[src/rtl/sonic_echo_emu.sv]
// Ultrasonic ranger responder: accepts a trig pulse and replies with an echo whose width encodes distance_cm.
// Latency: edge seen 3 cycles after trig moves; echo rises DELAY_US*US_DIV cycles after the fall is detected.
// Backpressure: none; triggers arriving while busy are dropped and not counted.
module sonic_echo_emu #(
  parameter int unsigned US_DIV      = 50,
  parameter int unsigned CM_US       = 58,
  parameter int unsigned MIN_TRIG_US = 10,
  parameter int unsigned DELAY_US    = 200,
  parameter int unsigned MAX_CM      = 400,
  parameter int unsigned TIMEOUT_US  = 38000,
  parameter int unsigned HOLDOFF_US  = 1000,
  parameter int unsigned DW          = 9
) (
  input  logic          clock,
  input  logic          rst_n,
  input  logic          trig,
  input  logic [DW-1:0] distance_cm,
  output logic          echo,
  output logic          busy,
  output logic          err_short,
  output logic [15:0]   trig_count
);

  typedef enum logic [2:0] {
    S_IDLE    = 3'd0,
    S_TRIG_HI = 3'd1,
    S_DELAY   = 3'd2,
    S_ECHO    = 3'd3,
    S_HOLDOFF = 3'd4
  } state_t;

  // All durations are exact cycle counts, so there is no microsecond prescaler.
  localparam logic [31:0] LP_MIN_C    = 32'(MIN_TRIG_US * US_DIV);
  localparam logic [31:0] LP_DELAY_C  = 32'(DELAY_US * US_DIV);
  localparam logic [31:0] LP_HOLD_C   = 32'(HOLDOFF_US * US_DIV);
  localparam logic [31:0] LP_TO_C     = 32'(TIMEOUT_US * US_DIV);
  localparam logic [31:0] LP_PER_CM_C = 32'(CM_US * US_DIV);
  localparam logic [31:0] LP_MAX_CM   = 32'(MAX_CM);

  logic        r_sync1, r_sync2, r_prev;
  logic        w_rise, w_fall;
  state_t      r_state, w_state_nxt;
  logic [31:0] r_cnt, w_cnt_nxt;
  logic [31:0] r_w, w_w_nxt;
  logic        r_echo, w_echo_nxt;
  logic        r_busy, w_busy_nxt;
  logic        r_err, w_err_nxt;
  logic [15:0] r_tcnt, w_tcnt_nxt;
  logic [31:0] w_dist;
  logic        w_in_range;
  logic [31:0] w_width;
  logic        w_trig_ok, w_dly_done, w_echo_done, w_hold_done;

  assign w_rise = r_sync2 & ~r_prev;
  assign w_fall = ~r_sync2 & r_prev;

  // Full 32-bit product; out-of-range distances (0 or beyond MAX_CM) report "no object".
  assign w_dist     = 32'(distance_cm);
  assign w_in_range = (w_dist != 32'd0) && (w_dist <= LP_MAX_CM);
  assign w_width    = w_in_range ? (w_dist * LP_PER_CM_C) : LP_TO_C;

  assign w_trig_ok   = (r_cnt >= LP_MIN_C);
  assign w_dly_done  = (r_cnt == LP_DELAY_C - 32'd1);
  assign w_echo_done = (r_cnt == r_w - 32'd1);
  assign w_hold_done = (r_cnt == LP_HOLD_C - 32'd1);

  // Two-flop synchronizer for the asynchronous trig plus a previous-value flop for edge detection.
  always_ff @(posedge clock or negedge rst_n) begin
    if (!rst_n) begin
      r_sync1 <= 1'b0;
      r_sync2 <= 1'b0;
      r_prev  <= 1'b0;
    end else begin
      r_sync1 <= trig;
      r_sync2 <= r_sync1;
      r_prev  <= r_sync2;
    end
  end

  // State and datapath registers; reset kills any echo in progress immediately.
  always_ff @(posedge clock or negedge rst_n) begin
    if (!rst_n) begin
      r_state <= S_IDLE;
      r_cnt   <= 32'd0;
      r_w     <= 32'd0;
      r_echo  <= 1'b0;
      r_busy  <= 1'b0;
      r_err   <= 1'b0;
      r_tcnt  <= 16'd0;
    end else begin
      r_state <= w_state_nxt;
      r_cnt   <= w_cnt_nxt;
      r_w     <= w_w_nxt;
      r_echo  <= w_echo_nxt;
      r_busy  <= w_busy_nxt;
      r_err   <= w_err_nxt;
      r_tcnt  <= w_tcnt_nxt;
    end
  end

  // Next-state: only a fresh rise in IDLE starts a cycle, so a trig still high after holdoff is ignored.
  always_comb begin
    w_state_nxt = r_state;
    case (r_state)
      S_IDLE:    if (w_rise) w_state_nxt = S_TRIG_HI;
      S_TRIG_HI: if (w_fall) w_state_nxt = w_trig_ok ? S_DELAY : S_IDLE;
      S_DELAY:   if (w_dly_done) w_state_nxt = S_ECHO;
      S_ECHO:    if (w_echo_done) w_state_nxt = S_HOLDOFF;
      S_HOLDOFF: if (w_hold_done) w_state_nxt = S_IDLE;
      default:   w_state_nxt = S_IDLE;
    endcase
  end

  // Output/datapath next values: counter, latched echo width, echo level, error pulse, trigger count.
  always_comb begin
    w_cnt_nxt  = r_cnt;
    w_w_nxt    = r_w;
    w_echo_nxt = r_echo;
    w_err_nxt  = 1'b0;
    w_tcnt_nxt = r_tcnt;
    case (r_state)
      S_IDLE: begin
        if (w_rise) w_cnt_nxt = 32'd1;
      end
      S_TRIG_HI: begin
        if (w_fall) begin
          if (w_trig_ok) begin
            w_w_nxt    = w_width;
            w_tcnt_nxt = r_tcnt + 16'd1;
            w_cnt_nxt  = 32'd0;
          end else begin
            w_err_nxt = 1'b1;
          end
        end else if (r_cnt != '1) begin
          w_cnt_nxt = r_cnt + 32'd1;
        end
      end
      S_DELAY: begin
        if (w_dly_done) begin
          w_cnt_nxt  = 32'd0;
          w_echo_nxt = 1'b1;
        end else begin
          w_cnt_nxt = r_cnt + 32'd1;
        end
      end
      S_ECHO: begin
        if (w_echo_done) begin
          w_cnt_nxt  = 32'd0;
          w_echo_nxt = 1'b0;
        end else begin
          w_cnt_nxt = r_cnt + 32'd1;
        end
      end
      S_HOLDOFF: begin
        w_cnt_nxt = w_hold_done ? 32'd0 : (r_cnt + 32'd1);
      end
      default: begin
        w_cnt_nxt  = 32'd0;
        w_echo_nxt = 1'b0;
      end
    endcase
    w_busy_nxt = (w_state_nxt == S_DELAY) || (w_state_nxt == S_ECHO) ||
                 (w_state_nxt == S_HOLDOFF);
  end

  assign echo       = r_echo;
  assign busy       = r_busy;
  assign err_short  = r_err;
  assign trig_count = r_tcnt;

endmodule

[config.mk]
export PLATFORM = sky130hd
export DESIGN_NAME = sonic_echo_emu
export DESIGN_NICKNAME = d
export VERILOG_FILES = /design/src/rtl/sonic_echo_emu.sv
export SDC_FILE = /design/constraint.sdc
export NUM_CORES = 1
export LEC_CHECK = 0
export BUFFER_PORTS_ARGS = -buffer_cell sky130_fd_sc_hd__buf_2
export CAP_MARGIN = 40
export CORE_ASPECT_RATIO = 1.5
export CORE_MARGIN = 8
export CORE_UTILIZATION = 46
export CTS_CLUSTER_SIZE = 8
export DETAILED_ROUTE_END_ITERATION = 16
export PLACE_DENSITY = 0.7
export SYNTH_ARGS = -nofsm -noshare
export SYNTH_HDL_FRONTEND = slang
export SYNTH_SLANG_ARGS = --single-unit
[constraint.sdc]
create_clock -name clock -period 4.05 [get_ports clock]
set_input_delay 0.405 -clock clock [delete_from_list [all_inputs] [get_ports clock]]
set_output_delay 0.405 -clock clock [all_outputs]
set_load 0.05 [all_outputs]
Yosys cells after proc, flatten, opt, wreduce, memory -nomap -nowiden
Cells that the tools add are included.
{"block": "classes", "n_addsub": 3, "multipliers": 1, "n_div": 0, "magnitude_cmp": 2, "eq_ne": 16, "shift": 0, "mux": 22, "n_bitwise": 5, "reduce_logical": 9}
{"operator": "$mux 32", "n": 7}
{"operator": "$pmux 32 s5", "n": 1}
{"operator": "$add 32x1->32 const B", "n": 1}
{"operator": "$eq 32x14->1 const B", "n": 1}
{"operator": "$eq 32x16->1 const B", "n": 1}
{"operator": "$eq 32x32->1", "n": 1}
{"operator": "$ge 32x9->1 const B", "n": 1}
{"operator": "$ne 32x32->1 const B", "n": 1}
{"operator": "$reduce_bool 32->1", "n": 1}
{"operator": "$sub 32x1->32 const B", "n": 1}
{"operator": "$mux 21", "n": 1}
{"operator": "$mul 9x10->19 const B", "n": 1}
{"operator": "$add 16x1->16 const B", "n": 1}
{"operator": "$mux 3", "n": 5}
{"operator": "$pmux 3 s5", "n": 1}
{"operator": "$eq 3x2->1 const B", "n": 4}
{"operator": "$le 9x9->1 const B", "n": 1}
{"operator": "$reduce_and 3->1", "n": 3}
{"operator": "$eq 3x3->1 const B", "n": 2}
{"operator": "$ne 2x2->1 const B", "n": 3}
{"operator": "$ne 3x3->1 const B", "n": 2}
{"operator": "$mux 1", "n": 5}
{"operator": "$eq 3x1->1 const B", "n": 1}
{"operator": "$logic_not 3->1", "n": 1}
{"operator": "other kinds (7)", "n": 11}
{"block": "word_totals", "ff_bits": 89, "latchBits": 0, "ramBits": 0, "rom_bits": 0, "in_bits": 12, "output_inout_bits": 19, "n_memories": 0}

Logic depth before layout (Yosys ltp)
{"block": "logic_depth", "ltp_word": 7, "ltp_mapped": 16, "mapped_depth_nobuf": 16}

Least setup slack after synthesis
No wires, ideal clock.
{"block": "synth_timing", "path_type": "input port to flip-flop", "startpoint": "input distance_cm[3]", "endpoint": "register r_w[17]", "setup_ps": 135, "arrival_ps": 3752, "required_time_ps": 3915, "setup_slack_ps": 163, "path_stages": 15, "path_buffers": 0, "cell_sequence": "ha_1 > ha_1 > inv_1 > fa_1 > fa_1 > inv_1 > ha_1 > a21o_1 > a21oi_1 > o21bai_1 > a31o_2 > a41oi_1 > nor2b_1 > xor2_1 > o31ai_1"}
{"block": "synth_between", "elab_chain_len": 3, "elab_cells_between_ends": 5, "cone_classes": "mul (1); order compare (1); mux (1); reduce/logical (2)"}
{"element": "from (decl)", "line": "17", "text": "input logic [DW-1:0] distance_cm,"}
{"element": "branches (longest 2 deep; another with $mul 9x10->19)"}
{"element": "$mux 21 (*)", "line": "60", "text": "assign w_width = w_in_range ? (w_dist * LP_PER_CM_C) : LP_TO_C;"}
{"element": "to (signal assigned)", "line": "93", "text": "r_w <= w_w_nxt;"}
{"element": "to (decl)", "line": "44", "text": "logic [31:0] r_w, w_w_nxt;"}
Mark *: on every way between the ends.
A chain may end at the register's enable or synchronous reset.

Worst setup path after layout
{"block": "layout_timing", "startpoint": "input distance_cm[5]", "endpoint": "register r_w[17]"}
Same word-level chain as after synthesis.

==> metrics.cfg <==
[logic_synthesis]
ys_warn_count = 0
syn_avg_cell_area_um2 = 8.55
synth.cell_area_um2 = 6230
syn_inst = 728
yosys_register_bits = 76
ys_seq_area_share_pct = 30.5
syn_nets = 818
dominantRegCellSynth = dfrtp_1
synth.distinct_cells = 56
synth-edff-count = 0
async_reset_ff_share_pct = 100

[power]
power_density_nw_per_um2 = 361
power_frac_comb_pct = 38.3
power_switching_uw = 868
switching_share_pct = 34.3
p_total_uw = 2530
p_seq_share_pct = 31.0
power.leakage_uw = 0.00319
p_int_uw = 1660
ir_drop_mv = 0.234
clkPwrFrac_pct = 30.7

[route]
drt_iter0_markers = 205
wl_mm = 15.3
vias_per_cell = 5.84
post-route-drc-count = 0
final_antenna_net_count = 0
wire_per_inst_um = 16.6
vias = 5395
dr.pass1.iters = 5

[place]
hpwlAfterDp_mm = 12.2
place_congestion = 0.918
place_area_um2 = 6690
io_buffers = 30
dp.cells = 907

[clocking]
cts_tree = yes
cts.sinks = 76
htreeDepth = 3
clock_tree.buffer_depth = 2
cts_root_buf = clkbuf_16
numCtsBuffers = 9
clk_pin_slew_worst_paths_ns = 0.06
clkLatencyLatePin_ns = 0.34
cts.repair.resized = 0

[timing]
final-hold-violation-count = 0
finalCritPeriodShare_pct = 96.1
timing.hold.ws_ns = 0.173
tightest_slew_ns = 0.743
fin_skew_ns = 0.0104
max-slew-margin-rel_pct = 50.3
fin_setup_tns_ns = 0
drv_slew = 0
rsz0062_at_grt = no
fmax_mhz = 257
finalSetupViolations = 0
min_period_ns = 3.89

[global_routing]
grt_pass1_vias = 5501
grt_usage_pct = 17.6
overflow = 0
grt_first_pass_wirelength_mm = 25.5
grt_max_degree = 69
antenna_found_initial = 0

[run_status]
outcome = completed

[cells_and_area]
final_area_um2 = 6990
fin_nets = 847
area_delta_synth_final_pct = 12.2
antennaDiodeCount = 0
drive_gt1_share_pct = 11.4
stdcell_count = 924

[setup_path]
start_kind = input port
cpPeakStageDelay_ns = 0.54
startpoint = distance_cm[5]
required_ns = 4.25
end_kind = register
crit_fanout = 4
crit_chain = buf_2 -> ha_1 -> ha_1 -> inv_1 -> fa_1 -> fa_1 -> inv_1 -> ha_1 -> a21o_1 -> a21oi_1 -> o21bai_1 -> a31o_2 -> a41oi_1 -> nor2b_1 -> xor2_1 -> o31ai_1
crit_type = in2reg
crit_top_cell = ha_1
crit_slowest_cell = fa_1
arrival_ns = 4.10
r2r-start = r_w[12]

[die]
initial_core_util_pct = 46.7
io_pins = 31
fp-row-count = 52
fp.dieArea_um2 = 17600
die_h_um = 159
die_x_um = 111
core_area_um2 = 13300

[hold_path]
hold_path_class = in2reg
min_from = trig

[job]
cap_violations = 0

## cell families (layout without fill, tap and decap cells)
| kind of cell | Yosys count | count (layout) | synth area share, % |
|---|---|---|---|
| XOR/XNOR | 48 | 48 | 6.75 |
| adder cells (fa/ha/maj) | 78 | 78 | 18.4 |
| AO/OA/AOI/OAI | 117 | 117 | 12.0 |
| flip-flops | 76 | 76 | 30.5 |
| AND/OR/NAND/NOR | 299 | 299 | 24.6 |
| multiplexers | 6 | 6 | 0.964 |
| buffers and inverters | 104 | 138 | 6.69 |
## final cells by class
type | count | area (um2)
inverter | 60 | 225
multi-input combinational | 548 | 3920
clock inverter | 7 | 65.1
timing repair buffer | 62 | 448
tap | 162 | 203
fill | 1178 | 6350
sequential | 76 | 1900
clock buffer | 9 | 225
## metrics by stage
| step | worst slack (ns) | utilization (%) |
|---|---|---|
| after floorplan | 0.163 | - |
| after global placement | -0.0519 | 49.7 |
| after detailed placement | -0.196 | 50.1 |
| after CTS | 0.169 | 52.4 |
| after global routing | 0.0121 | 52.4 |
| final | 0.158 | 52.4 |
## flip-flops by register name, indices dropped and copies added (netlist names)
signal and cells:
busy 1, echo 1, err_short 1, r_cnt 32, r_prev 1, r_state 3, r_sync1 1, r_sync2 1
r_w 19, trig_count 16
## power by group through the flow
stage | combinational [uW] | clock [uW] | sequential [uW]
after floorplan | 669 | 0 | 791
after global placement | 922 | 0 | 795
after detailed placement | 966 | 0 | 796
after CTS | 973 | 794 | 782
after global routing | 1080 | 827 | 783
final | 968 | 776 | 782
## cell usage after synthesis, types with 3 or more instances
cell type / number / area, um2
nor2_1: 65 / 244
a21o_1: 6 / 45.0
nor2b_1: 4 / 25.0
clkbuf_1: 37 / 139
xnor2_1: 28 / 245
o211ai_1: 5 / 37.5
a21oi_1: 30 / 150
and2_1: 3 / 18.8
xor2_1: 20 / 175
or4_1: 7 / 52.6
nand3b_1: 5 / 37.5
buf_2: 3 / 15.0
nor4_2: 3 / 37.5
nand3_1: 48 / 240
nand4_1: 22 / 138
nor3b_1: 3 / 22.5
nand2_1: 47 / 176
ha_1: 55 / 688
buf_6: 3 / 33.8
or2_2: 3 / 18.8
mux2i_1: 6 / 60.1
o21bai_1: 4 / 30.0
and3_1: 18 / 113
o31ai_1: 5 / 37.5
a31oi_1: 9 / 56.3
o21ai_0: 32 / 160
inv_1: 60 / 225
or3_1: 5 / 31.3
fa_1: 23 / 460
nand4b_1: 3 / 26.3
nor3_1: 48 / 240
o22a_1: 4 / 35.0
dfrtp_1: 76 / 1900
nor4_1: 7 / 43.8
## placed cells by master, fill, tap and decap left out, drive strengths merged, types with 3 or more instances in the layout
cell type | synthesis | routed
nor4 | 10 | 10
nor3b | 3 | 3
ha | 55 | 55
xor2 | 20 | 20
nand4 | 22 | 22
and2 | 3 | 3
or4 | 7 | 7
nand3 | 48 | 48
nor2 | 65 | 65
and3 | 18 | 18
o21bai | 4 | 4
xnor2 | 28 | 28
or2 | 3 | 3
nand4b | 3 | 3
dfrtp | 76 | 76
fa | 23 | 23
o21ai | 32 | 32
nor2b | 4 | 4
nand2 | 47 | 47
mux2i | 6 | 6
o22a | 4 | 4
nand3b | 5 | 5
o211ai | 5 | 5
clkbuf | 37 | 9
a211oi | 3 | 3
a21oi | 30 | 30
a31oi | 9 | 9
buf | 7 | 61
inv | 60 | 65
or3 | 5 | 5
nor3 | 48 | 48
a21o | 6 | 6
o31ai | 5 | 5
## repair_timing
item	in CTS	in global routing
hold buffers	1	0
hold endpoints to repair	8	0
buffers inserted	0	0
## worst max-delay path, delay by kind of cell
| family | cells | cell delay [ns] |
|---|---|---|
| compound gates | 6 | 1.11 |
| xor+xnor | 1 | 0.18 |
| fa+ha+maj | 5 | 1.96 |
| buf+inv | 3 | 0.21 |
| simple gates | 1 | 0.22 |
## layer usage
| layer | wire length [um] | track usage, % | part of all wire [%] |
|---|---|---|---|
| met2 | 8440 | 34.0 | 55 |
| met1 | 5660 | 16.8 | 37 |
| met3 | 460 | 2.64 | 3.0 |
| met5 | 0 | 0 | 0 |
| met4 | 757 | 12.1 | 4.9 |
## worst paths after layout
| check | end | slack [ns] | cells after the start |
|---|---|---|---|
| min | r_sync1 | 0.17 | 1 |
| max | r_w[17] | 0.16 | 16 |
| min reg2reg | r_sync2 | 0.37 | 0 |
| max in group asynchronous | r_w[10] | 3.05 | 3 |
| max reg2reg | r_cnt[1] | 0.36 | 8 |
| min in group asynchronous | r_cnt[22] | 0.43 | 2 |
No activity file was read; power rests on OpenSTA's default activity.
